$ cat src/rtl/pc_stat_ctrl.sv
// Architectural state for the SEQ processor: PC register, one-hot status code,
// fault capture and saturating retirement/cycle counters behind a RUN/STOP FSM.
module pc_stat_ctrl #(
    parameter logic [63:0] RESET_PC  = 64'd0,
    parameter int          CNT_WIDTH = 32
) (
    input  logic                 clock,
    input  logic                 reset,
    input  logic [63:0]          p_ctr_final,
    input  logic                 bad_mem,
    input  logic                 in_error,
    input  logic                 flag_halt,
    input  logic                 bad_mem2,
    input  logic                 step_en,
    output logic [63:0]          p_ctr,
    output logic [3:0]           stat,
    output logic                 running,
    output logic                 done,
    output logic [63:0]          fault_pc,
    output logic [CNT_WIDTH-1:0] retired,
    output logic [CNT_WIDTH-1:0] cycle_cnt
);

    localparam logic [3:0] STAT_AOK = 4'b1000;
    localparam logic [3:0] STAT_HLT = 4'b0010;
    localparam logic [3:0] STAT_ADR = 4'b0001;
    localparam logic [3:0] STAT_INS = 4'b0100;
    localparam logic [CNT_WIDTH-1:0] CNT_MAX = '1;

    typedef enum logic {
        RUN  = 1'b0,
        STOP = 1'b1
    } state_t;

    state_t                 state, state_nxt;
    logic [63:0]            p_ctr_nxt, fault_pc_nxt;
    logic [3:0]             stat_nxt, fault_code;
    logic                   done_nxt, any_fault;
    logic [CNT_WIDTH-1:0]   retired_nxt, cycle_cnt_nxt;

    function automatic logic [CNT_WIDTH-1:0] sat_inc(input logic [CNT_WIDTH-1:0] v);
        return (v == CNT_MAX) ? v : v + 1'b1;
    endfunction

    assign running   = (state == RUN);
    assign any_fault = bad_mem | in_error | flag_halt | bad_mem2;

    // Fetch faults outrank decode, halt, then data-memory faults.
    always_comb begin
        fault_code = STAT_AOK;
        if (bad_mem)        fault_code = STAT_ADR;
        else if (in_error)  fault_code = STAT_INS;
        else if (flag_halt) fault_code = STAT_HLT;
        else if (bad_mem2)  fault_code = STAT_ADR;
    end

    always_comb begin
        state_nxt     = state;
        p_ctr_nxt     = p_ctr;
        stat_nxt      = stat;
        fault_pc_nxt  = fault_pc;
        retired_nxt   = retired;
        cycle_cnt_nxt = cycle_cnt;
        done_nxt      = 1'b0;
        case (state)
            RUN: begin
                if (step_en) begin
                    cycle_cnt_nxt = sat_inc(cycle_cnt);
                    if (any_fault) begin
                        // The faulting instruction does not retire; PC stays on it.
                        stat_nxt     = fault_code;
                        fault_pc_nxt = p_ctr;
                        state_nxt    = STOP;
                        done_nxt     = 1'b1;
                    end else begin
                        p_ctr_nxt   = p_ctr_final;
                        retired_nxt = sat_inc(retired);
                    end
                end
            end
            STOP: begin
                state_nxt = STOP;
            end
        endcase
    end

    always_ff @(posedge clock) begin
        if (reset) begin
            state     <= RUN;
            p_ctr     <= RESET_PC;
            stat      <= STAT_AOK;
            fault_pc  <= 64'd0;
            retired   <= '0;
            cycle_cnt <= '0;
            done      <= 1'b0;
        end else begin
            state     <= state_nxt;
            p_ctr     <= p_ctr_nxt;
            stat      <= stat_nxt;
            fault_pc  <= fault_pc_nxt;
            retired   <= retired_nxt;
            cycle_cnt <= cycle_cnt_nxt;
            done      <= done_nxt;
        end
    end

endmodule

$ cat config.mk
export PLATFORM = sky130hd
export DESIGN_NAME = pc_stat_ctrl
export DESIGN_NICKNAME = d
export VERILOG_FILES = /design/src/rtl/pc_stat_ctrl.sv
export SDC_FILE = /design/constraint.sdc
export NUM_CORES = 1
export LEC_CHECK = 0
export CORE_MARGIN = 4
export CORE_UTILIZATION = 45
export CTS_CLUSTER_DIAMETER = 100
export CTS_CLUSTER_SIZE = 30
export DETAILED_ROUTE_END_ITERATION = 10
export GPL_ROUTABILITY_DRIVEN = 0
export PLACE_DENSITY = 0.91
export SYNTH_ARGS = -nofsm -noshare
export SYNTH_HDL_FRONTEND = slang
export SYNTH_SLANG_ARGS = --single-unit
$ cat constraint.sdc
create_clock -name clock -period 3.3 [get_ports clock]
set_input_delay 0.99 -clock clock [delete_from_list [all_inputs] [get_ports clock]]
set_output_delay 0.99 -clock clock [all_outputs]
set_load 0.005 [all_outputs]
# Word level (Yosys, flattened, before mapping)

Index checks and enable logic that the tools add are counted.

Bits in writable memories: 0
Memory bits (read-only): 0
Bits of input ports: 71
Output and inout port bits: 198
Bits in registers: 198
Memories kept: 0
Bits in latches: 0

Reductions and logical operators: 5
Divide/modulo/power cells: 0
Shifts and indexed selects: 0
Bitwise logic cells: 7
Add/subtract/negate cells: 2
Eq/ne operators: 2
Multiplexer cells: 7
Multipliers: 0
Magnitude comparators: 0

Operators with widths:

| kind                                          | number |
|---|---|
| adder 32 x 1 -> 32 bit, second input constant | 2 |
| == test 32 bit, second input constant         | 2 |
| 2-to-1 mux 4 bit                              | 4 |
| AND reduction 3 bit                           | 3 |
| inverter 1 bit                                | 4 |
| AND reduction 4 bit                           | 1 |
| bitwise OR 1 bit                              | 3 |
| 2-to-1 mux 1 bit                              | 2 |
| case mux 1 bit (2 select lines)               | 1 |
| OR reduction 2 bit                            | 1 |

# Longest topological paths before layout

Gate-level depths: netlist of run 1.

Depth after elaboration: 6
Mapped depth: 8
Gate-level depth less buffers: 6

# Worst setup path after synthesis of run 1

Ideal clock, no wire load.

Kind: input-to-reg
Start: input port in_error
End: register retired[31]
Path buffers: 1
Cell stages on the path: 6
Arrival time: 2.761 ns
Data required time: 3.230 ns
Slack: 0.469 ns
Setup time: 0.070 ns
Cell sequence: or4_1 -> clkbuf_1 -> or2_4 -> or2_4 -> or4_1 -> a21oi_1

Cells in the longest elaborated chain, start to end: 5

Ends and longest elaborated chain:

| element                        | RTL line | source |
|---|---|---|
| start, declared                | 11       | `input logic in_error,` |
| bitwise OR 1 bit (3 in series) | 46       | `assign any_fault = bad_mem \| in_error \| flag_halt \| bad_mem2;` |
| inverter 1 bit (no line)       | n/a      |  |
| AND reduction 4 bit (no line)  | n/a      |  |
| end signal, assigned           | 101      | `retired <= retired_nxt;` |
| end, declared                  | 20       | `output logic [CNT_WIDTH-1:0] retired,` |

Every way passes these cells.
A chain may end at the register's enable or synchronous reset.

# Final worst setup path of run 1

Start: input port in_error
End: register retired[10]

The elaborated chain is that of the path after synthesis.

==> results of run 1 <==
[how the worst min path moves through the flow]
stage | from | end | slack [ns]
5_1_grt | fault_pc[47] | fault_pc[47] | 0.47
3_3_place_gp | fault_pc[44] | fault_pc[44] | 0.44
4_1_cts | fault_pc[44] | fault_pc[44] | 0.46
6_report | fault_pc[44] | fault_pc[44] | 0.45
2_1_floorplan | stat[1] | stat[1] | 0.45
3_5_place_dp | fault_pc[44] | fault_pc[44] | 0.45
[routing by layer]
| layer | vias to the layer above | routed length [um] | part of all wire |
|---|---|---|---|
| li1 | 3853 | - | - |
| met1 | 3775 | 9730 | 0.40 |
| met2 | 325 | 11800 | 0.49 |
| met3 | 43 | 1910 | 0.079 |
| met4 | 0 | 643 | 0.027 |
| met5 | - | 0 | 0 |
[sequential cells by signal (all words and copies together), names as in the netlist]
name / count
state: 1
stat: 4
p_ctr: 64
done: 1
fault_pc: 64
cycle_cnt: 32
retired: 32
[cell families after synthesis]
group | synth area share
muxes | 0.00420
buffers and inverters | 0.0348
adders and majority gates | 0.00323
xor gates and xnor gates | 0.0125
and+or+nand+nor | 0.263
AOI/OAI and AO/OA | 0.170
DFF | 0.512
[cell usage in the layout (no fill, tap or decap), types with 8 or more instances in the layout]
| cell | synthesis | layout |
|---|---|---|
| nand2_1 | 285 | 285 |
| clkdlybuf4s50_1 | 0 | 267 |
| dfxtp_1 | 198 | 198 |
| a21oi_1 | 178 | 178 |
| nor2_1 | 31 | 29 |
| or4_1 | 28 | 28 |
| nand3_1 | 28 | 27 |
| o31ai_1 | 23 | 23 |
| or3_1 | 20 | 20 |
| nand4_1 | 19 | 19 |
| o21ai_0 | 19 | 19 |
| clkbuf_16 | 0 | 17 |
| buf_4 | 1 | 17 |
| inv_1 | 10 | 10 |
| nor4_1 | 8 | 8 |
[cell type report]
cell class	instances	area share
clock buffers	18	0.0380
multi-input cells	701	0.312
inverters	10	0.00332
well taps	220	0.0243
flip-flops and latches	198	0.351
repair buffers	289	0.256
clock inverters	14	0.0165
[power groups by stage]
| stage | Sequential, mW | Clock (mW) | Combinational (mW) |
|---|---|---|---|
| floorplan | 2.47 | 0 | 0.105 |
| global placement | 2.47 | 0 | 0.277 |
| detailed placement | 2.47 | 0 | 0.278 |
| CTS | 2.42 | 2.19 | 0.280 |
| global route | 2.42 | 2.30 | 0.300 |
| finish | 2.42 | 2.15 | 0.279 |
[worst max-delay path: stages]
cell	delay, ns
clkdlybuf4s50_1	0.42
or4_1	0.58
or2_4	0.27
buf_4	0.17
a2111oi_2	0.50
a21o_1	0.18
a21oi_1	0.06
[per-stage QoR]
stage,setup TNS [ns],cell area [sq um]
finish,0,11300
global route,0,11300
CTS,0,11300
detailed placement,-0.0923,10700
global placement,0,10700
floorplan,0,7740
==> flow_metrics.env, run 1 <==
export IMPL_ys_warn_count=0
export IMPL_synth_edf_count=0
export IMPL_cts_sinks=198
export IMPL_status="finished clean"
export IMPL_start_util=0.463
export IMPL_reg2reg_from="cycle_cnt[9]"
export IMPL_cp_start_kind="primary input"
export IMPL_cts_root_buf="clkbuf_16"
export IMPL_cts_max_level=4
export IMPL_first_pass_iters=5
export IMPL_seq_area_frac_synth=0.512
export IMPL_nFillCells=1328
export IMPL_syn_to_final_growth_pct=46.2
export IMPL_dieHeight_um=139
export IMPL_track_usage=0.240
export IMPL_setup_ws_ns=0.390
export IMPL_clock_path_buffers=2
export IMPL_met1_usage=0.288
export IMPL_num_nets_final=1290
export IMPL_p_sw_mw=1.15
export IMPL_cellInternalPower_mw=3.70
export IMPL_cp_max_fo=10
export IMPL_antenna_left=0
export IMPL_async_flop_share=0
export IMPL_p_sw_frac=0.237
export IMPL_final_seq_area_sq_um=3960
export IMPL_num_vias=7996
export IMPL_irDropWorstVdd_mv=0.321
export IMPL_grt_busiest_layer="met2"
export IMPL_grtUsageMet3=0.0717
export IMPL_grt_antenna_before_repair=0
export IMPL_avgSynthCellArea_sq_um=7.98
export IMPL_yosysUniqueCellTypes=48
export IMPL_viasPerCell=5.51
export IMPL_grt_max_degree=120
export IMPL_grt_pass1_vias=7615
export IMPL_clkLatencyLatePin_ns=0.43
export IMPL_worstSetupStartpoint="in_error"
export IMPL_hold_viol=0
export IMPL_min_period_ns=2.91
export IMPL_leakagePower_nw=3.55
export IMPL_wirelength_mm=24.1
export IMPL_ff2ff_path_depth=5
export IMPL_finalCritPeriodShare=0.882
export IMPL_final_cells=1450
export IMPL_netlist_instances=969
export IMPL_drive_gt1_frac=0.0545
export IMPL_core_area_sq_um=16700
export IMPL_die_area_sq_um=19400
export IMPL_crit_required_ns=3.57
export IMPL_synth_area_leaders="dfxtp_1 (51%), nand2_1 (14%), a21oi_1 (12%)"
export IMPL_cp_end_kind="flop"
export IMPL_p_comb_frac=0.057
export IMPL_r2r_slack_ns=0.70
export IMPL_cts_tree="yes"
export IMPL_finClkSkew_ns=0.00815
export IMPL_yosys_area_top_type="dfxtp_1"
export IMPL_use_met2=0.410
export IMPL_hold_buffers=0
export IMPL_rows=47
export IMPL_maxSlewViolCount=0
export IMPL_utilization=0.677
export IMPL_worst_pin_slew_ns=0.919
export IMPL_drv_cap=0
export IMPL_syn_nets=1042
export IMPL_cts_setup_buffers=0
export IMPL_cts_resized=0
export IMPL_avgRoutedWirePerCell_um=16.6
export IMPL_p_seq_frac=0.498
export IMPL_max_freq_mhz=344
export IMPL_finalSetupViolations=0
export IMPL_grt_pass1_wl_mm=38.7
export IMPL_drtIter0Drc=421
export IMPL_dieWidth_um=139
export IMPL_rsz0062_at_grt="no"
export IMPL_grt_overflow_total=0
export IMPL_cp_arrival_ns=3.17
export IMPL_finalPower_mw=4.85
export IMPL_hold_path_class="reg -> reg"
export IMPL_dp_cells=1418
export IMPL_synth_flop_cell="dfxtp_1"
export IMPL_antenna_cells=0
export IMPL_synth_area_sq_um=7740
export IMPL_crit_type="in -> reg"
export IMPL_top_level_ports=269
export IMPL_clockPowerShare=0.444
export IMPL_path_clk_slew_ns=0.07
export IMPL_io_buffers=268
export IMPL_numCtsBuffers=17
export IMPL_hold_depth=2
export IMPL_synth_common_cells="nand2_1 (285), dfxtp_1 (198), a21oi_1 (178), clkbuf_1 (54), nor2_1 (31)"
export IMPL_multi_input_area_sq_um=3520
export IMPL_place_ws_ns=-0.0504
export IMPL_regToRegEndpoint="cycle_cnt[6]"
export IMPL_drc=0
export IMPL_hpwl_mm=17.2
export IMPL_ys_ff_latch=198
export IMPL_power_density_nw_per_um2=429
export IMPL_yosysMostFrequentCell="nand2_1"
export IMPL_max_slew_margin=0.387
export IMPL_yosysTopAreaCellShare=0.512
export IMPL_crit_path_end="retired[10]"
export IMPL_hold_slack_ns=0.453
(Power assumes the default switching activity.)
==> run 2, diff against run 1 <==
--- a/config.mk
+++ b/config.mk
@@ -11,6 +11,7 @@
 export CTS_CLUSTER_SIZE = 30
 export DETAILED_ROUTE_END_ITERATION = 10
 export GPL_ROUTABILITY_DRIVEN = 0
+export MAX_ROUTING_LAYER = met4
 export PLACE_DENSITY = 0.91
 export SYNTH_ARGS = -nofsm -noshare
 export SYNTH_HDL_FRONTEND = slang
==> run 2 against run 1 <==
Clock-buffer cell count unchanged; sequential cell count unchanged; combinational power about the same; design area unchanged; sequential power about the same; global-route usage increased by 0.68 points; maximum frequency increased by 0.19%; clock skew increased by 0.0012 ns; register-to-register slack got worse by 0.02 ns; sequential share of layout area unchanged; utilization unchanged; largest power group unchanged.
==> flow_metrics.env, run 2 (synthesis gave the netlist of run 1 again) <==
export IMPL_cts_sinks=198
export IMPL_io_buffers=268
export IMPL_syn_to_final_growth_pct=46.2
export IMPL_status="finished clean"
export IMPL_fin_area_sq_um=11300
export IMPL_cpMaxStageDelayCell="or4_1"
export IMPL_avgRoutedWirePerCell_um=16.6
export IMPL_worst_pin_slew_ns=0.915
export IMPL_core_area_sq_um=16700
export IMPL_start_util=0.463
export IMPL_top_regs="fault_pc: 64 flops, p_ctr: 64 flops"
export IMPL_cts_max_level=4
export IMPL_first_pass_iters=5
export IMPL_path_cells="clkdlybuf4s50_1, or4_1, or2_4, buf_4, a2111oi_2, a21o_1, a21oi_1"
export IMPL_antenna_cells=0
export IMPL_grt_antenna_before_repair=0
export IMPL_grt_overflow_total=0
export IMPL_hpwl_mm=17.2
export IMPL_cp_arrival_ns=3.17
export IMPL_finalSetupViolations=0
export IMPL_crit_type="in -> reg"
export IMPL_clockPowerShare=0.444
export IMPL_cts_root_buf="clkbuf_16"
export IMPL_placedInstanceArea_sq_um=10700
export IMPL_p_sw_frac=0.236
export IMPL_grt_pass1_wl_mm=38.7
export IMPL_num_vias=7965
export IMPL_max_freq_mhz=344
export IMPL_grt_pass1_vias=7629
export IMPL_drive_gt1_frac=0.0545
export IMPL_utilization=0.677
export IMPL_numCtsBuffers=17
export IMPL_track_usage=0.247
export IMPL_clkLatencyLatePin_ns=0.42
export IMPL_cts_resized=0
export IMPL_hold_slack_ns=0.452
export IMPL_crit_required_ns=3.56
export IMPL_dieHeight_um=139
export IMPL_drv_cap=0
export IMPL_hold_viol=0
export IMPL_final_common_cell="nand2_1"
export IMPL_p_sw_mw=1.15
export IMPL_maxSlewViolCount=0
export IMPL_drtIter0Drc=395
export IMPL_max_slew_margin=0.390
export IMPL_path_clk_slew_ns=0.07
export IMPL_antenna_left=0
export IMPL_num_nets_final=1290
export IMPL_rsz0062_at_grt="no"
export IMPL_clock_path_buffers=2
export IMPL_viasPerCell=5.49
export IMPL_wirelength_mm=24.1
export IMPL_drc=0
export IMPL_top_level_ports=269
export IMPL_cts_tree="yes"
export IMPL_cp_max_fo=10
export IMPL_max_stage_delay_ns=0.58
export IMPL_cts_setup_buffers=0
export IMPL_hold_buffers=0
export IMPL_power_density_nw_per_um2=429
export IMPL_finalCritPeriodShare=0.880
export IMPL_cp_end_kind="flop"
export IMPL_layout_common_cells="nand2_1 (285), clkdlybuf4s50_1 (267), dfxtp_1 (198)"
export IMPL_cellInternalPower_mw=3.70
export IMPL_irDropWorstVdd_mv=0.315
export IMPL_hold_path_class="reg -> reg"
export IMPL_die_area_sq_um=19400
export IMPL_p_seq_frac=0.499
export IMPL_min_period_ns=2.90
export IMPL_p_comb_frac=0.058
export IMPL_cp_start_kind="primary input"
export IMPL_dieWidth_um=139
export IMPL_leakagePower_nw=3.55
export IMPL_grt_max_degree=120
export IMPL_rows=47
export IMPL_finClkSkew_ns=0.00938
## run 2: cell type report
| cell class | count | area [sq um] |
|---|---|---|
| clock inverters | 14 | 186 |
| well taps | 220 | 275 |
| inverters | 10 | 37.5 |
| flip-flops and latches | 198 | 3960 |
| fillers | 1328 | 5390 |
| repair buffers | 289 | 2890 |
| multi-input cells | 701 | 3520 |
| clock buffers | 18 | 429 |
## run 2: path summary, 6_finish.rpt
| path | end | from | cells after the start | slack (ns) |
|---|---|---|---|---|
| worst max-delay path | retired[10] | in_error | 7 | 0.40 |
| worst min-delay path | fault_pc[44] | fault_pc[44] | 2 | 0.45 |
| worst max register to register | cycle_cnt[6] | cycle_cnt[9] | 5 | 0.68 |
| worst min register to register | fault_pc[44] | fault_pc[44] | 2 | 0.45 |
## run 2: per-layer routing
layer	track usage	routed length (um)	vias up
li1	-	-	3844
met1	0.294	9930	3734
met2	0.410	11700	330
met3	0.0552	1670	57
met4	0.0937	811	0
met5	-	0	-
## run 2: critical path: cells and delay by family
kind / cells / cell delay, ns
AOI/OAI and AO/OA: 3 / 0.73
buffers and inverters: 2 / 0.59
and+or+nand+nor: 2 / 0.85
## run 2: power by group through the flow
stage	Sequential [mW]	Combinational (mW)	Clock [mW]
final	2.42	0.279	2.15
after global routing	2.42	0.300	2.29
after CTS	2.42	0.280	2.19
after detailed placement	2.47	0.278	0
after global placement	2.47	0.277	0
after floorplan	2.47	0.105	0
## run 2: metrics by stage
stage | power, mW | setup TNS (ns) | worst slack [ns] | instances
finish | 4.85 | 0 | 0.396 | 1450
CTS | 4.89 | 0 | 0.387 | 1450
floorplan | 2.58 | 0 | 0.469 | 969
global placement | 2.75 | 0 | 0.00704 | 1418
detailed placement | 2.75 | -0.0923 | -0.0504 | 1418
global route | 5.01 | 0 | 0.271 | 1450
==> run 3, diff against run 2 <==
--- a/config.mk
+++ b/config.mk
@@ -6,13 +6,13 @@
 export NUM_CORES = 1
 export LEC_CHECK = 0
 export CORE_MARGIN = 4
-export CORE_UTILIZATION = 45
+export CORE_UTILIZATION = 41
 export CTS_CLUSTER_DIAMETER = 100
 export CTS_CLUSTER_SIZE = 30
 export DETAILED_ROUTE_END_ITERATION = 10
 export GPL_ROUTABILITY_DRIVEN = 0
 export MAX_ROUTING_LAYER = met4
-export PLACE_DENSITY = 0.91
+export PLACE_DENSITY = 0.88
 export SYNTH_ARGS = -nofsm -noshare
 export SYNTH_HDL_FRONTEND = slang
 export SYNTH_SLANG_ARGS = --single-unit
==> constraint.sdc (replaced) <==
create_clock -name clock -period 2.5 [get_ports clock]
set_input_delay 0.75 -clock clock [delete_from_list [all_inputs] [get_ports clock]]
set_output_delay 0.75 -clock clock [all_outputs]
set_load 0.005 [all_outputs]
==> run 3 against run 2 <==
Final cell count up 4.3%; design area up 4.0%; via count up 2.4%; sequential cell count unchanged; clock-buffer cell count unchanged; hold slack better by 0.0012 ns; critical path depth down 1; sequential share of layout area down 1.3 points; register-to-register slack worse by 0.49 ns; clock power up 26%; combinational power up 49%.
==> flow_metrics.env, run 3 (synthesis gave the netlist of run 1 again) <==
export IMPL_fin_area_sq_um=11800
export IMPL_hold_viol=0
export IMPL_dieWidth_um=145
export IMPL_numCtsBuffers=17
export IMPL_power_density_nw_per_um2=537
export IMPL_cp_end_kind="flop"
export IMPL_irDropWorstVdd_mv=0.517
export IMPL_dieHeight_um=145
export IMPL_cp_max_fo=6
export IMPL_worst_pin_slew_ns=0.549
export IMPL_hpwl_mm=18.0
export IMPL_layout_common_cells="nand2_1 (285), clkdlybuf4s50_1 (263), dfxtp_1 (198)"
export IMPL_placedInstanceArea_sq_um=11100
export IMPL_min_period_ns=2.41
export IMPL_start_util=0.424
export IMPL_max_freq_mhz=416
export IMPL_antenna_cells=0
export IMPL_grt_overflow_total=0
export IMPL_cts_root_buf="clkbuf_16"
export IMPL_crit_type="in -> reg"
export IMPL_finClkSkew_ns=0.0139
export IMPL_antenna_left=0
export IMPL_multi_input_area_sq_um=3550
export IMPL_drtIter0Drc=500
export IMPL_cts_max_level=4
export IMPL_grt_pass1_vias=7666
export IMPL_track_usage=0.229
export IMPL_cpMaxStageDelayCell="or4_4"
export IMPL_cp_arrival_ns=2.75
export IMPL_wirelength_mm=24.8
export IMPL_cp_start_kind="primary input"
export IMPL_crit_required_ns=2.85
export IMPL_io_buffers=268
export IMPL_place_ws_ns=-0.591
export IMPL_num_nets_final=1343
export IMPL_crit_buf_inv=1
export IMPL_final_seq_area_sq_um=3960
export IMPL_drive_gt1_frac=0.0974
export IMPL_core_area_sq_um=18300
export IMPL_nFillCells=1500
export IMPL_path_clk_slew_ns=0.07
export IMPL_top_regs="fault_pc: 64 flops, p_ctr: 64 flops"
export IMPL_die_area_sq_um=21100
export IMPL_finalCritPeriodShare=0.962
export IMPL_rsz0062_at_grt="no"
export IMPL_max_stage_delay_ns=0.58
export IMPL_utilization=0.643
export IMPL_cp_top_family="simple AND/OR/NAND/NOR gates"
export IMPL_drc=0
export IMPL_hold_slack_ns=0.454
export IMPL_path_cells="dlygate4sd2_1, or4_4, or2_4, or2_4, or4_4, a21oi_2"
export IMPL_final_cells=1512
export IMPL_grt_antenna_before_repair=0
export IMPL_max_slew_margin=0.634
export IMPL_clkLatencyLatePin_ns=0.42
export IMPL_grt_max_degree=68
export IMPL_first_pass_iters=5
export IMPL_top_level_ports=269
export IMPL_clock_path_buffers=2
export IMPL_fin_tns_setup_ns=0
export IMPL_maxSlewViolCount=0
export IMPL_num_vias=8155
export IMPL_cts_tree="yes"
export IMPL_syn_to_final_growth_pct=51.9
export IMPL_final_common_cell="nand2_1"
export IMPL_cts_sinks=198
export IMPL_status="finished clean"
export IMPL_finalPower_mw=6.31
export IMPL_setup_ws_ns=0.0941
export IMPL_leakagePower_nw=3.83
export IMPL_viasPerCell=5.39
export IMPL_drv_cap=0
export IMPL_hold_path_class="reg -> reg"
export IMPL_avgRoutedWirePerCell_um=16.4
export IMPL_dp_cells=1479
export IMPL_rows=49
export IMPL_grt_pass1_wl_mm=39.4
export IMPL_finalSetupViolations=0
run 3: what timing repair did:
action | in CTS | in global routing
buffers inserted | 0 | 0
pin swaps | 6 | 4
resized for setup | 8 | 5
setup endpoints to repair | 24 | 12
hold buffers | 0 | 0
cloned | 1 | 0
run 3: layout make-up:
cell class | count | share of cell area
Clock buffer | 18 | 0.0365
Inverter | 10 | 0.00319
Sequential cell | 198 | 0.337
Clock inverter | 14 | 0.0135
Tap cell | 229 | 0.0244
Multi-Input combinational cell | 701 | 0.302
Timing Repair Buffer | 342 | 0.283
run 3: final timing paths:
kind | from | end | slack (ns) | cells past startpoint
setup / recovery | bad_mem2 | retired[29] | 0.09 | 6
hold / removal | fault_pc[37] | fault_pc[37] | 0.45 | 2
setup reg to reg | retired[4] | retired[21] | 0.19 | 5
hold reg to reg | fault_pc[37] | fault_pc[37] | 0.45 | 2
run 3: power by group:
| part | internal (mW) | switching (mW) |
|---|---|---|
| registers | 3.17 | 0.0157 |
| logic | 0.210 | 0.205 |
| clock network | 1.35 | 1.35 |
| total | 4.74 | 1.57 |
run 3: layer usage:
metal,vias up,global-route usage,share of wire
met3,26,0.0508,0.068
met1,3861,0.279,0.43
li1,3964,-,-
met2,304,0.386,0.49
met5,-,-,0
met4,0,0.0579,0.017
run 3: worst min-delay path: stages, from the launching register on:
cell and delay, ns:
dfxtp_1 0.31, nand2_1 0.05, a21oi_1 0.05
